**config.mk**
```make
export PLATFORM = sky130hd
export DESIGN_NAME = rs232_tx_fifo_flat
export DESIGN_NICKNAME = d
export VERILOG_FILES = /design/src/rtl/rs232_tx_fifo_if.sv /design/src/rtl/rs232_tx_fifo.sv /design/src/flat_wrapper.sv
export SDC_FILE = /design/constraint.sdc
export NUM_CORES = 1
export LEC_CHECK = 0
export ABC_CLOCK_PERIOD_IN_PS = 2400
export CORE_MARGIN = 2
export CORE_UTILIZATION = 45
export CTS_CLUSTER_SIZE = 30
export DETAILED_ROUTE_END_ITERATION = 16
export DONT_BUFFER_PORTS = 1
export HOLD_SLACK_MARGIN = 0.02
export PLACE_DENSITY = 0.64
export SLEW_MARGIN = 20
export SYNTH_ARGS = -nofsm -noshare
export SYNTH_HDL_FRONTEND = slang
export SYNTH_SLANG_ARGS = --single-unit
```
**constraint.sdc**
```tcl
create_clock -name clk -period 2.4 [get_ports clk]
set_input_delay 0.24 -clock clk [delete_from_list [all_inputs] [get_ports clk]]
set_output_delay 0.24 -clock clk [all_outputs]
set_load 0.005 [all_outputs]
```
**src/rtl/rs232_tx_fifo_if.sv**
```systemverilog
// Purpose: host/serializer bus bundle for the RS-232 transmit FIFO.
// Signals:
//   wr_en, wr_data      host write strobe and data
//   rd_en               read strobe from the serializer
//   rd_data             registered read data
//   full, empty         occupancy flags
//   overflow            sticky dropped-write flag
//   level               word count (only with RS232_TX_FIFO_LEVEL_EN)
// Modports: master (host/serializer side), slave (FIFO side).
interface rs232_tx_fifo_if #(
  parameter int unsigned P_WIDTH = 8,
  parameter int unsigned P_DEPTH = 16
);
  localparam int unsigned CW = $clog2(P_DEPTH) + 1;

  logic               wr_en;
  logic [P_WIDTH-1:0] wr_data;
  logic               full;
  logic               overflow;
  logic               rd_en;
  logic [P_WIDTH-1:0] rd_data;
  logic               empty;
`ifdef RS232_TX_FIFO_LEVEL_EN
  logic [CW-1:0]      level;
`endif

  modport master (
    output wr_en, wr_data, rd_en,
    input  full, overflow, rd_data, empty
`ifdef RS232_TX_FIFO_LEVEL_EN
    , input level
`endif
  );

  modport slave (
    input  wr_en, wr_data, rd_en,
    output full, overflow, rd_data, empty
`ifdef RS232_TX_FIFO_LEVEL_EN
    , output level
`endif
  );
endinterface

```
**src/rtl/rs232_tx_fifo.sv**
```systemverilog
// Purpose: transmit FIFO between a host and an RS-232 serializer.
//   Circular buffer with registered read data (no fall-through),
//   registered full/empty derived from the next count, sticky overflow.
// Ports:
//   clk   rising-edge clock
//   rst   synchronous active-high reset
//   bus   rs232_tx_fifo_if.slave (wr_en/wr_data/full/overflow,
//         rd_en/rd_data/empty, level)
// Optional feature: define RS232_TX_FIFO_LEVEL_EN to expose bus.level,
//   the current word count.
module rs232_tx_fifo #(
  parameter int unsigned P_WIDTH = 8,
  parameter int unsigned P_DEPTH = 16
) (
  input  logic              clk,
  input  logic              rst,
  rs232_tx_fifo_if.slave    bus
);
  localparam int unsigned AW = $clog2(P_DEPTH);
  localparam int unsigned CW = AW + 1;

  logic [P_WIDTH-1:0] mem [P_DEPTH];
  logic [AW-1:0]      wr_ptr;
  logic [AW-1:0]      rd_ptr;
  logic [CW-1:0]      count;
  logic [CW-1:0]      count_nxt;
  logic               full_q;
  logic               empty_q;
  logic               overflow_q;
  logic [P_WIDTH-1:0] rd_data_q;
  logic               wr_acc;
  logic               rd_acc;
  logic               wr_drop;

  // Accept/drop decisions and next occupancy.
  // A full FIFO is never empty, so rd_en while full always frees a slot.
  always_comb begin
    rd_acc    = bus.rd_en && !empty_q;
    wr_acc    = bus.wr_en && (!full_q || bus.rd_en);
    wr_drop   = bus.wr_en && full_q && !bus.rd_en;
    count_nxt = count;
    if (wr_acc && !rd_acc) begin
      count_nxt = count + CW'(1);
    end else if (!wr_acc && rd_acc) begin
      count_nxt = count - CW'(1);
    end
  end

  // Pointers, count, flags and read data.
  always_ff @(posedge clk) begin
    if (rst) begin
      wr_ptr     <= '0;
      rd_ptr     <= '0;
      count      <= '0;
      full_q     <= 1'b0;
      empty_q    <= 1'b1;
      overflow_q <= 1'b0;
      rd_data_q  <= '0;
    end else begin
      if (wr_acc) begin
        wr_ptr <= wr_ptr + AW'(1);
      end
      if (rd_acc) begin
        rd_ptr    <= rd_ptr + AW'(1);
        rd_data_q <= mem[rd_ptr];
      end
      count   <= count_nxt;
      full_q  <= (count_nxt == CW'(P_DEPTH));
      empty_q <= (count_nxt == '0);
      if (wr_drop) begin
        overflow_q <= 1'b1;
      end
    end
  end

  // Storage array; contents survive reset, only the pointers are cleared.
  always_ff @(posedge clk) begin
    if (!rst && wr_acc) begin
      mem[wr_ptr] <= bus.wr_data;
    end
  end

  assign bus.full     = full_q;
  assign bus.empty    = empty_q;
  assign bus.overflow = overflow_q;
  assign bus.rd_data  = rd_data_q;
`ifdef RS232_TX_FIFO_LEVEL_EN
  assign bus.level    = count;
`endif

endmodule

```
**src/flat_wrapper.sv**
```systemverilog
// flat-port wrapper written by rule: the top's interface ports become plain ports
module rs232_tx_fifo_flat 
#(
  parameter int unsigned P_WIDTH = 8,
  parameter int unsigned P_DEPTH = 16
)
  (clk, rst, bus_wr_en, bus_wr_data, bus_rd_en, bus_full, bus_overflow, bus_rd_data, bus_empty);
  rs232_tx_fifo_if #(.P_WIDTH(P_WIDTH), .P_DEPTH(P_DEPTH)) bus_i ();
  input  logic clk;
  input  logic rst;
  input wire logic [$bits(bus_i.wr_en)-1:0] bus_wr_en;
  input wire logic [$bits(bus_i.wr_data)-1:0] bus_wr_data;
  input wire logic [$bits(bus_i.rd_en)-1:0] bus_rd_en;
  output wire logic [$bits(bus_i.full)-1:0] bus_full;
  output wire logic [$bits(bus_i.overflow)-1:0] bus_overflow;
  output wire logic [$bits(bus_i.rd_data)-1:0] bus_rd_data;
  output wire logic [$bits(bus_i.empty)-1:0] bus_empty;
  assign bus_i.wr_en = bus_wr_en;
  assign bus_i.wr_data = bus_wr_data;
  assign bus_i.rd_en = bus_rd_en;
  assign bus_full = bus_i.full;
  assign bus_overflow = bus_i.overflow;
  assign bus_rd_data = bus_i.rd_data;
  assign bus_empty = bus_i.empty;
  rs232_tx_fifo #(.P_WIDTH(P_WIDTH), .P_DEPTH(P_DEPTH)) u_core (.clk(clk), .rst(rst), .bus(bus_i));
endmodule
```
# Yosys cells after proc, flatten, opt, wreduce, memory -nomap -nowiden
# Memories as Yosys holds them, arrays and structs flattened. A register that Yosys moved wholly into a read port is not among the register bits.
# Cells that the tools add are included.
[totals]
reg_bits = 16
ramBits = 128
output_inout_bits = 11
wordCells = 31
mem_count = 1
[mem_list]
columns = ["name", "depth", "word_bits", "read_ports", "rd_ports_with_merged_regs", "wr", "line_no", "text"]
rows = [
  ["u_core.mem", 16, 8, 1, 1, 1, "rs232_tx_fifo.sv:22", "logic [P_WIDTH-1:0] mem [P_DEPTH];"],
]
[op_classes]
add_sub_neg = 4
n_eq_ne = 1
n_mux = 4
n_reduce_logical = 15
[op_table]
columns = ["op", "count"]
rows = [
  ["two-way mux 5 bit", 2],
  ["adder 4 x 1 -> 4 bit (second input constant)", 2],
  ["logical AND 1 bit", 7],
  ["zero test 1 bit", 6],
  ["adder 5 x 1 -> 5 bit (second input constant)", 1],
  ["== test 5 bit (second input constant)", 1],
  ["zero test 5 bit", 1],
  ["subtractor 5 x 1 -> 5 bit (second input constant)", 1],
  ["two-way mux 1 bit", 2],
  ["logical OR 1 bit", 1],
]

# Logic depth before layout (Yosys ltp)
# Gate-level depths: netlist of run 1.
[logic_depth]
ltp_word = 8
depth_mapped = 7
mapped_depth_nobuf = 7

# Worst setup path before layout of run 1
# No wires, ideal clock.
[synth_path]
path_type = "flip-flop to flip-flop"
start = "reg u_core.rd_ptr[0]"
end = "reg u_core.rd_data_q[3], in the netlist u_core.bus.rd_data[3] (read register of u_core.mem)"
arrival_ns = 1.559
required_time_ns = 2.286
slack_ns = 0.727
stages_incl_launch_ff = 8
period_less_slack_ns = 1.673
cell_sequence = "dfxtp_1 -> buf_6 -> buf_6 -> mux4_1 -> a22oi_1 -> a21oi_1 -> a21oi_1 -> nor2_1"
[synth_lines]
columns = ["element", "line_no", "text"]
rows = [
  ["start: declaration", "rs232_tx_fifo.sv:24", "logic [AW-1:0] rd_ptr;"],
  ["start signal: assignment", "rs232_tx_fifo.sv:64", "rd_ptr <= rd_ptr + AW'(1);"],
  ["end: declaration", "rs232_tx_fifo.sv:30", "logic [P_WIDTH-1:0] rd_data_q;"],
]

==> key figures, run 1 <==
Routing
  • Vias per cell: approximately 5.4
  • Final antenna-violating net count: 0
  • WL/cell: between 20 and 25 microns
  • DRC errors left: 0
  • Via count: approximately 3.1k
  • Post-Route WL: 11610 microns
  • Drt first pass iters: 4
  • Starting DRT DRC Count: 361

Finish
  • Layout Cell Area excl Fill: a little over 7000 sq um
  • Most frequent cells in the layout: 128 x edfxtp_1, 45 x nor2_1, 23 x mux4_2, 23 x dfxtp_1, 21 x a21oi_1
  • Fill cell count: around 1.1k
  • # diodes: 0
  • P&R area growth vs syn: 16.26%
  • Layout cell share with drive strength beyond 1: 0.1945
  • Count of nets after finishing: 407
  • Most common cell after layout, fill and taps aside: edfxtp_1

GRT
  • Pin count of the biggest net entering global routing: 36
  • GR Util All Layers: 0.1760
  • Grt total ovfl: 0
  • Vias in the first global route: 3161
  • Initial antenna violation count: 0
  • First-pass GRT wire length: 18300 microns

Yosys
  • Seq cells post-synth: 152
  • Distinct cell type count after synthesis: 37
  • Syn nets: around 370
  • Syn_area_per_cell: around 17 sq um
  • Synth area leader: edfxtp_1
  • Area share of and/or/nand/nor cells after synthesis: 0.05617
  • Adder-Cell Fraction of Synth Area: 0.01435
  • Synthesized instance count: about 360
  • Ys Warns: 0
  • Sequential element share of the synthesized area: 0.7085
  • Largest family of logic cells by synthesized area: multiplexers
  • Multiplexer area fraction after synthesis: 0.1236
  • Synth Area in Compound Gates: 0.04900
  • Top cells by area, synth: edfxtp_1 63%, mux4_2 8.5%, dfxtp_1 7.9%
  • Post-synth ARST share: 0
  • Ys flop type: edfxtp_1
  • XOR/XNOR share of the synthesized area: 0.01722
  • Cell Area, Synth: a little over 6000 sq um
  • Area share of the largest cell type after synthesis: 0.6298
  • Post-synth EDFFs: around 130

Timing
  • Final period util: 0.7874
  • Max_slew headroom: 0.3220
  • Pins Over Slew Limit: 0
  • Fin. Hold Viols: 0
  • RSZ-0062 raised after global routing: false
  • Final worst path period need: 1.890 ns
  • Worst Tran Pin Value: just over 1 ns
  • Hold_ws: between 0.06 and 0.07 ns
  • Final Skew: ~0.0083 ns
  • Final setup vio count: 0
  • Max Freq: 529.2 MHz
  • Setup tns final: 0 ns

Placement
  • Post-DP HPWL: about 7500 microns
  • Port Buffers: 0
  • Placed instance area: 6359 sq um
  • GPL Wtd Cong: just over 0.8

Pwr
  • Leak pwr: about 2.4 nW
  • Worst VDD drop: just over 600 uV
  • Final Power: 6.527 mW
  • PwrDens: ~920 nW/um^2
  • Sw Share: 0.2260
  • Net Switching: approximately 1.5 mW
  • Clock share of power: 0.431
  • Internal Pwr Total: roughly 5 mW
  • Seq pwr share: 0.463
  • Logic gate share of total power: 0.106

Worst setup path
  • Critical path peak fanout: 26
  • CP arrival: around 2.2 ns
  • Startpoint Class: flop
  • Worst r2r dst: u_core.bus.rd_data[4]
  • Register-to-Register Setup Slack: roughly 0.51 ns
  • CP required: 2.67 ns
  • R2R cell count: 6
  • Crit Path Class: flop to flop
  • Crit end category: flop
  • Critical Path Source: u_core.rd_ptr[0]
  • Reg-to-Reg Start: u_core.rd_ptr[0]

Flow run
  • Max-Cap Viols: 0

Clocking
  • Clk_lat worst skew: between 0.4 and 0.5 ns
  • Total CTS buffers: 17
  • # H-tree levels: 4
  • CTS tree: done
  • CTS max path bufs: 2
  • Number of gates resized after CTS: 0
  • Post-CTS Hold Buffers: 10
  • Clock sink count: 152
  • Root buf cell: clkbuf_16
  • Clk slew on worst S/H paths: about 0.060 ns
  • Post-CTS setup buffers: 0

Outcome
  • Status: completed

Worst hold path
  • Worst Min Path Start: bus_rd_en
  • Min-Delay Path Class: input pin to flop
  • Hold path depth: 3
  • Worst hold endpoint: u_core.bus.overflow

Floorplan
  • Die H: ~120 microns
  • Die width: around 120 microns
  • Core area: 13240 sq um
  • # IOs: 23
  • Num rows: 42
  • Die area: about 15000 sq um
  • Initial Util: 0.4609
==> layer usage <==
metal / share of wire / global-route usage
met1: 0.46 / 0.2466
met2: 0.47 / 0.2624
met3: 0.059 / 0.05142
met4: 0.014 / 0.06759
met5: 0 / 0
==> cell families after synthesis <==
group,after synthesis
DFF,152
and+or+nand+nor,77
AOI/OAI and AO/OA,48
muxes,32
buffers and inverters,27
xor gates and xnor gates,12
adders and majority gates,7
==> power by group through the flow <==
stage / Sequential [mW] / Combinational (mW) / Clock, mW
3_3_place_gp: 3.08 / 0.644 / 0
3_5_place_dp: 3.08 / 0.649 / 0
6_report: 3.02 / 0.694 / 2.81
2_1_floorplan: 3.04 / 0.564 / 0
5_1_grt: 3.03 / 0.773 / 2.98
4_1_cts: 3.02 / 0.701 / 2.87
==> how the worst max path moves through the flow <==
stage,endpoint,slack [ns]
after global placement,u_core.bus.rd_data[4],0.54
after floorplan,u_core.bus.rd_data[3],0.73
after detailed placement,u_core.bus.rd_data[4],0.51
final,u_core.bus.rd_data[4],0.51
after CTS,u_core.bus.rd_data[4],0.46
after global routing,u_core.bus.rd_data[4],0.38
==> state kept, by name, indices dropped and copies added (netlist names) <==
register             flops
u_core.bus.empty         1
u_core.bus.full          1
u_core.bus.overflow      1
u_core.bus.rd_data       8
u_core.count             5
u_core.mem             128
u_core.rd_ptr            4
u_core.wr_ptr            4
==> worst max-delay path, cell delays in order, from the launching register on <==
cell and delay, ns:
dfxtp_2 0.35, buf_12 0.23, mux4_1 0.58, a22oi_1 0.30, a21oi_1 0.10, a21oi_1 0.12, nor2_1 0.05
==> synth_stat cells, types with 2 or more instances <==
master      n
nor2_1     45
o21ai_0     3
buf_4       2
and2_1      3
mux4_1      9
a21oi_1    21
inv_1       9
clkbuf_1    3
buf_2       3
a22oi_1    16
nand4_1     2
mux4_2     23
edfxtp_1  128
xor2_1      9
nand2_1     9
ha_1        7
nand3_1     4
and3_1      3
dfxtp_1    24
buf_6       7
a31oi_1     4
nor3_1      3
xnor2_1     3
nand2b_1    2
==> metrics by stage <==
stage                     cells  setup slack, ns  utilization
after floorplan             355           0.7275            -
after global placement      535           0.5350       0.4802
after detailed placement    535           0.5131       0.4802
after CTS                   577           0.4628       0.5358
after global routing        577           0.3755       0.5358
final                       577           0.5103       0.5358
==> layout make-up <==
type,count,area [sq um],share of cell area
clock buffers,19,442.9,0.06242
clock inverters,13,193.9,0.02733
inverters,9,33.78,0.004761
multi-input cells,176,1589,0.2239
flip-flops and latches,152,4325,0.6096
well taps,176,220.2,0.03104
repair buffers,32,290.3,0.04091
Note: power is estimated with default switching activity, not from simulation.
==> run 2, diff against run 1 <==
--- a/config.mk
+++ b/config.mk
@@ -5,7 +5,7 @@
 export SDC_FILE = /design/constraint.sdc
 export NUM_CORES = 1
 export LEC_CHECK = 0
-export ABC_CLOCK_PERIOD_IN_PS = 2400
+export ABC_CLOCK_PERIOD_IN_PS = 1900
 export CORE_MARGIN = 2
 export CORE_UTILIZATION = 45
 export CTS_CLUSTER_SIZE = 30
==> constraint.sdc (replaced) <==
create_clock -name clk -period 1.9 [get_ports clk]
set_input_delay 0.19 -clock clk [delete_from_list [all_inputs] [get_ports clk]]
set_output_delay 0.19 -clock clk [all_outputs]
set_load 0.005 [all_outputs]
==> run 2 against run 1 <==
Against the previous run: die area unchanged; core utilization rose by 0.40 points; via count increased by 3.5%; first-iteration DRC count grew 7.2%; clock skew is essentially flat; sequential power grew 26%.
==> key figures, run 2 (same netlist as run 1, synthesis figures left out) <==
Timing
  • Pins Over Slew Limit: 0
  • Final period util: 0.9646
  • Hold_ws: ~0.19 ns
  • Max Freq: 545.6 MHz
  • RSZ-0062 raised after global routing: false
  • Fin. Hold Viols: 0
  • Final Skew: about 0.008 ns
  • Final worst path period need: around 1.8 ns
  • Max_slew headroom: 0.6068
  • Final setup vio count: 0
  • Setup tns final: 0 ns
  • Worst Tran Pin Value: approximately 0.59 ns

Routing
  • Vias per cell: ~5.5
  • DRC errors left: 0
  • Starting DRT DRC Count: 387
  • Post-Route WL: around 12000 microns
  • Drt first pass iters: 4
  • Final antenna-violating net count: 0
  • WL/cell: approximately 21 microns
  • Via count: 3228

Outcome
  • Status: completed

Clocking
  • Root buf cell: clkbuf_16
  • Clk_lat worst skew: 0.41 ns
  • # H-tree levels: 4
  • Total CTS buffers: 17
  • CTS max path bufs: 2
  • Clk slew on worst S/H paths: approximately 0.07 ns
  • Clock sink count: 152
  • CTS tree: done

Flow run
  • Max-Cap Viols: 0

Placement
  • Port Buffers: 0
  • Post-DP HPWL: between 7000 and 8000 microns
  • GPL Wtd Cong: between 0.7 and 0.8

Worst setup path
  • CP arrival: approximately 2.1 ns
  • Critical path, cell by cell: buf_12 -> mux4_1 -> a22oi_1 -> a21oi_1 -> a21oi_1 -> nor2_1
  • Reg-to-Reg Start: u_core.rd_ptr[0]
  • Buffers and inverters on the worst path: 1
  • Crit Path Class: flop to flop
  • Startpoint Class: flop
  • Critical Path Source: u_core.rd_ptr[0]
  • Crit path largest cell delay: ~0.56 ns
  • Top Family by Delay on Critical Path: multiplexers
  • Critical path peak fanout: 13
  • Cell mode on critical path: a21oi_1
  • Crit end category: flop
  • CP max stage cell: mux4_1
  • CP required: around 2.2 ns

GRT
  • Vias in the first global route: 3273
  • Initial antenna violation count: 0
  • Grt total ovfl: 0
  • GR Util All Layers: 0.1786
  • First-pass GRT wire length: about 19000 microns
  • Pin count of the biggest net entering global routing: 36

Pwr
  • Final Power: 7.971 mW
  • PwrDens: approximately 1100 nW/um^2
  • Leak pwr: 2.410 nW
  • Worst VDD drop: slightly below 700 uV

Worst hold path
  • Worst Min Path Start: bus_wr_en
  • Min-Delay Path Class: input pin to flop

Floorplan
  • Num rows: 42
  • Die width: roughly 120 microns
  • Die area: ~15000 sq um
  • # IOs: 23
  • Core area: 13240 sq um
  • Die H: approximately 120 microns
  • Initial Util: 0.4609

Finish
  • Most frequent cells in the layout: 128 x edfxtp_1, 45 x nor2_1, 31 x buf_4
  • # diodes: 0
  • P&R area growth vs syn: 17.12%
  • Most flop-heavy register: u_core.mem
  • Count of nets after finishing: between 400 and 500
  • Layout cell share with drive strength beyond 1: 0.2241
  • Most common cell after layout, fill and taps aside: edfxtp_1
  • Max reg flops: 128
## run 2: path summary, 6_finish.rpt
check / endpoint / slack (ns) / depth (start not counted)
worst max-delay path: u_core.bus.rd_data[7] / 0.07 / 6
worst min-delay path: u_core.count[1] / 0.19 / 4
worst max register to register: u_core.bus.rd_data[7] / 0.07 / 6
worst min register to register: u_core.bus.overflow / 0.51 / 2
## run 2: power by group
group	leakage (nW)	internal, mW	switching [mW]	total, mW
logic	0.786	0.527	0.483	1.01
registers	1.35	3.71	0.112	3.82
clock network	0.274	1.72	1.42	3.14
## run 2: metrics by stage
stage	setup WS (ns)	utilization	area (sq um)	instances
finish	0.06721	0.5398	7148	591
floorplan	0.2275	-	6103	355
detailed placement	0.003339	0.4817	6379	536
global placement	0.06089	0.4817	6379	536
CTS	0.01491	0.5324	7051	579
global route	0.001742	0.5398	7148	591
## run 2: layout make-up
cell class	count	area, sq um
flip-flops and latches	152	4325
fillers	1058	6095
repair buffers	46	417.9
clock inverters	15	131.4
clock buffers	17	425.4
inverters	9	33.78
well taps	176	220.2
multi-input cells	176	1594
## run 2: what timing repair did
item                                   in CTS  in global routing
gates cloned                                0                  0
resized for setup                           1                  0
buffers inserted                            0                 12
hold buffers                               11                  0
setup endpoints to repair                   1                  5
endpoints found under the hold margin     152                  0
## run 2: worst register-to-register path: stages, from the launching register on
cell	delay (ns)
dfxtp_2	0.38
buf_12	0.16
mux4_1	0.56
a22oi_1	0.32
a21oi_1	0.12
a21oi_1	0.12
nor2_1	0.05
## run 2: per-layer routing
| metal | wire, microns | global-route usage |
|---|---|---|
| met5 | 0 | 0 |
| met4 | 136 | 0.07049 |
| met3 | 674 | 0.05236 |
| met2 | 5742 | 0.2634 |
| met1 | 5573 | 0.2515 |
==> run 3, diff against run 2 <==
--- a/config.mk
+++ b/config.mk
@@ -8,11 +8,13 @@
 export ABC_CLOCK_PERIOD_IN_PS = 1900
 export CORE_MARGIN = 2
 export CORE_UTILIZATION = 45
+export CTS_CLUSTER_DIAMETER = 200
 export CTS_CLUSTER_SIZE = 30
 export DETAILED_ROUTE_END_ITERATION = 16
 export DONT_BUFFER_PORTS = 1
 export HOLD_SLACK_MARGIN = 0.02
 export PLACE_DENSITY = 0.64
+export REMOVE_ABC_BUFFERS = 1
 export SLEW_MARGIN = 20
 export SYNTH_ARGS = -nofsm -noshare
 export SYNTH_HDL_FRONTEND = slang
==> run 3 against run 2 <==
Against the previous run: total power grew 7.9%; critical path type unchanged; combinational power grew 4%; global-route usage grew 0.52 points; hold slack lost 0.012 ns; first-iteration DRC count shrank 14%; routed wire length grew 1.9%; clock-buffer cell count grew 3.
==> key figures, run 3 (same netlist as run 1, synthesis figures left out) <==
Outcome
  • Status: completed

GRT
  • Grt total ovfl: 0
  • Pin count of the biggest net entering global routing: 36
  • Initial antenna violation count: 0
  • GR Util All Layers: 0.1839
  • First-pass GRT wire length: roughly 19000 microns
  • Vias in the first global route: around 3.3k

Routing
  • Post-Route WL: between 10000 and 15000 microns
  • Via count: between 3k and 4k
  • Drt first pass iters: 5
  • Final antenna-violating net count: 0
  • Starting DRT DRC Count: 332
  • Vias per cell: between 5 and 6
  • WL/cell: 20.42 microns
  • DRC errors left: 0

Timing
  • Final worst slack: between 0.07 and 0.08 ns
  • Final setup vio count: 0
  • Final period util: 0.9589
  • RSZ-0062 raised after global routing: true
  • Max_slew headroom: 0.5037
  • Worst Tran Pin Value: 0.7419 ns
  • Final worst path period need: 1.822 ns
  • Final Skew: ~0.0070 ns
  • Max Freq: roughly 550 MHz
  • Fin. Hold Viols: 0
  • Pins Over Slew Limit: 0

Worst setup path
  • Startpoint Class: flop
  • CP required: 2.18 ns
  • Cell mode on critical path: a21oi_1
  • Critical path, cell by cell: buf_12 -> buf_4 -> mux4_2 -> a22oi_2 -> a21oi_1 -> a21oi_1 -> nor2_1
  • Crit end category: flop
  • CP arrival: between 2 and 2.5 ns
  • Crit path largest cell delay: slightly above 0.5 ns
  • Buffers and inverters on the worst path: 2
  • Crit Path Class: flop to flop
  • Critical path peak fanout: 16
  • Top Family by Delay on Critical Path: multiplexers
  • CP max stage cell: mux4_2

Floorplan
  • Core area: 13240 sq um
  • Die H: about 120 microns
  • Initial Util: 0.4609
  • # IOs: 23
  • Die area: around 15000 sq um
  • Die width: around 120 microns
  • Num rows: between 40 and 50

Clocking
  • Clk slew on worst S/H paths: 0.06 ns
  • Root buf cell: clkbuf_16
  • Clk_lat worst skew: ~0.42 ns
  • Total CTS buffers: 17
  • Clock sink count: between 150 and 200
  • # H-tree levels: 4
  • CTS tree: done
  • CTS max path bufs: 2

Finish
  • Most flop-heavy register: u_core.mem
  • Layout Cell Area excl Fill: between 7000 and 8000 sq um
  • Count of nets after finishing: 435
  • Max reg flops: between 100 and 150
  • Most common cell after layout, fill and taps aside: edfxtp_1
  • Most frequent cells in the layout: 128 x edfxtp_1, 45 x nor2_1, 39 x buf_4
  • Final Util: 0.5591
  • P&R area growth vs syn: 21.32%
  • # diodes: 0
  • Layout cell share with drive strength beyond 1: 0.2564

Flow run
  • Max-Cap Viols: 0

Placement
  • GPL Wtd Cong: ~0.81
  • Port Buffers: 0
  • Placed instance area: 6466 sq um
  • Place WS: -0.01643 ns
  • Post-DP HPWL: approximately 8000 microns

Pwr
  • Worst VDD drop: 683.6 uV
  • Leak pwr: approximately 2.5 nW
  • PwrDens: 1162 nW/um^2

Worst hold path
  • Min-Delay Path Class: input pin to flop
[run 3: cell types whose count changed in the layout (fill, tap and decap cells not counted), moves of 3 or more]
cell,previous run,this run
inv_8,4,0
mux4_1,9,6
clkbuf_1,0,3
mux4_2,23,26
bufinv_16,0,6
inv_6,5,0
a22oi_1,15,9
buf_4,31,39
a22oi_2,1,7
dlygate4sd3_1,10,17
[run 3: timing repair]
action,CTS,global route
pin swaps,0,0
endpoints found under the setup margin,4,11
hold buffers,17,0
resized for setup,1,15
hold endpoints to repair,152,0
buffers inserted,0,10
cloned,0,0
[run 3: cell type report]
class / count / area (sq um)
Timing Repair Buffer: 60 / 543.0
Clock buffer: 20 / 436.7
Clock inverter: 12 / 224.0
Fill cell: 1037 / 5838
Multi-Input combinational cell: 176 / 1617
Tap cell: 176 / 220.2
Sequential cell: 152 / 4330
Inverter: 9 / 33.78
[run 3: routing by layer]
metal  global-route usage  part of all wire
met1               0.2572              0.46
met2               0.2719              0.47
met3              0.05000             0.060
met4              0.08140             0.012
met5                    0                 0
[run 3: per-stage QoR]
step / TNS (ns) / hold WS (ns) / cells / power (mW)
2_1_floorplan: -6.172 / 0.2591 / 337 / 4.479
3_3_place_gp: 0 / 0.2636 / 546 / 4.756
3_5_place_dp: -0.01643 / 0.2650 / 546 / 4.780
4_1_cts: 0 / 0.1491 / 595 / 8.595
5_1_grt: -0.03538 / 0.2014 / 605 / 8.931
6_report: 0 / 0.1753 / 605 / 8.603
[run 3: final timing paths]
path	start	endpoint	slack, ns	depth (start not counted)
setup / recovery	u_core.rd_ptr[0]	u_core.bus.rd_data[7]	0.08	7
hold / removal	bus_wr_en	u_core.count[1]	0.18	4
setup reg to reg	u_core.rd_ptr[0]	u_core.bus.rd_data[7]	0.08	7
hold reg to reg	u_core.bus.rd_data[5]	u_core.bus.rd_data[5]	0.55	2
[run 3: worst register-to-register path: cells and delay by family, from the launching register on]
family | cells | cell delay [ns]
DFF | 1 | 0.40
and+or+nand+nor | 1 | 0.06
buffers and inverters | 2 | 0.31
AOI/OAI and AO/OA | 3 | 0.39
muxes | 1 | 0.51
[run 3: report_power, final]
part | internal, mW | switching, mW | total (mW)
clock | 2.46 | 1.26 | 3.72
sequential | 3.71 | 0.120 | 3.83
combinational | 0.555 | 0.494 | 1.05
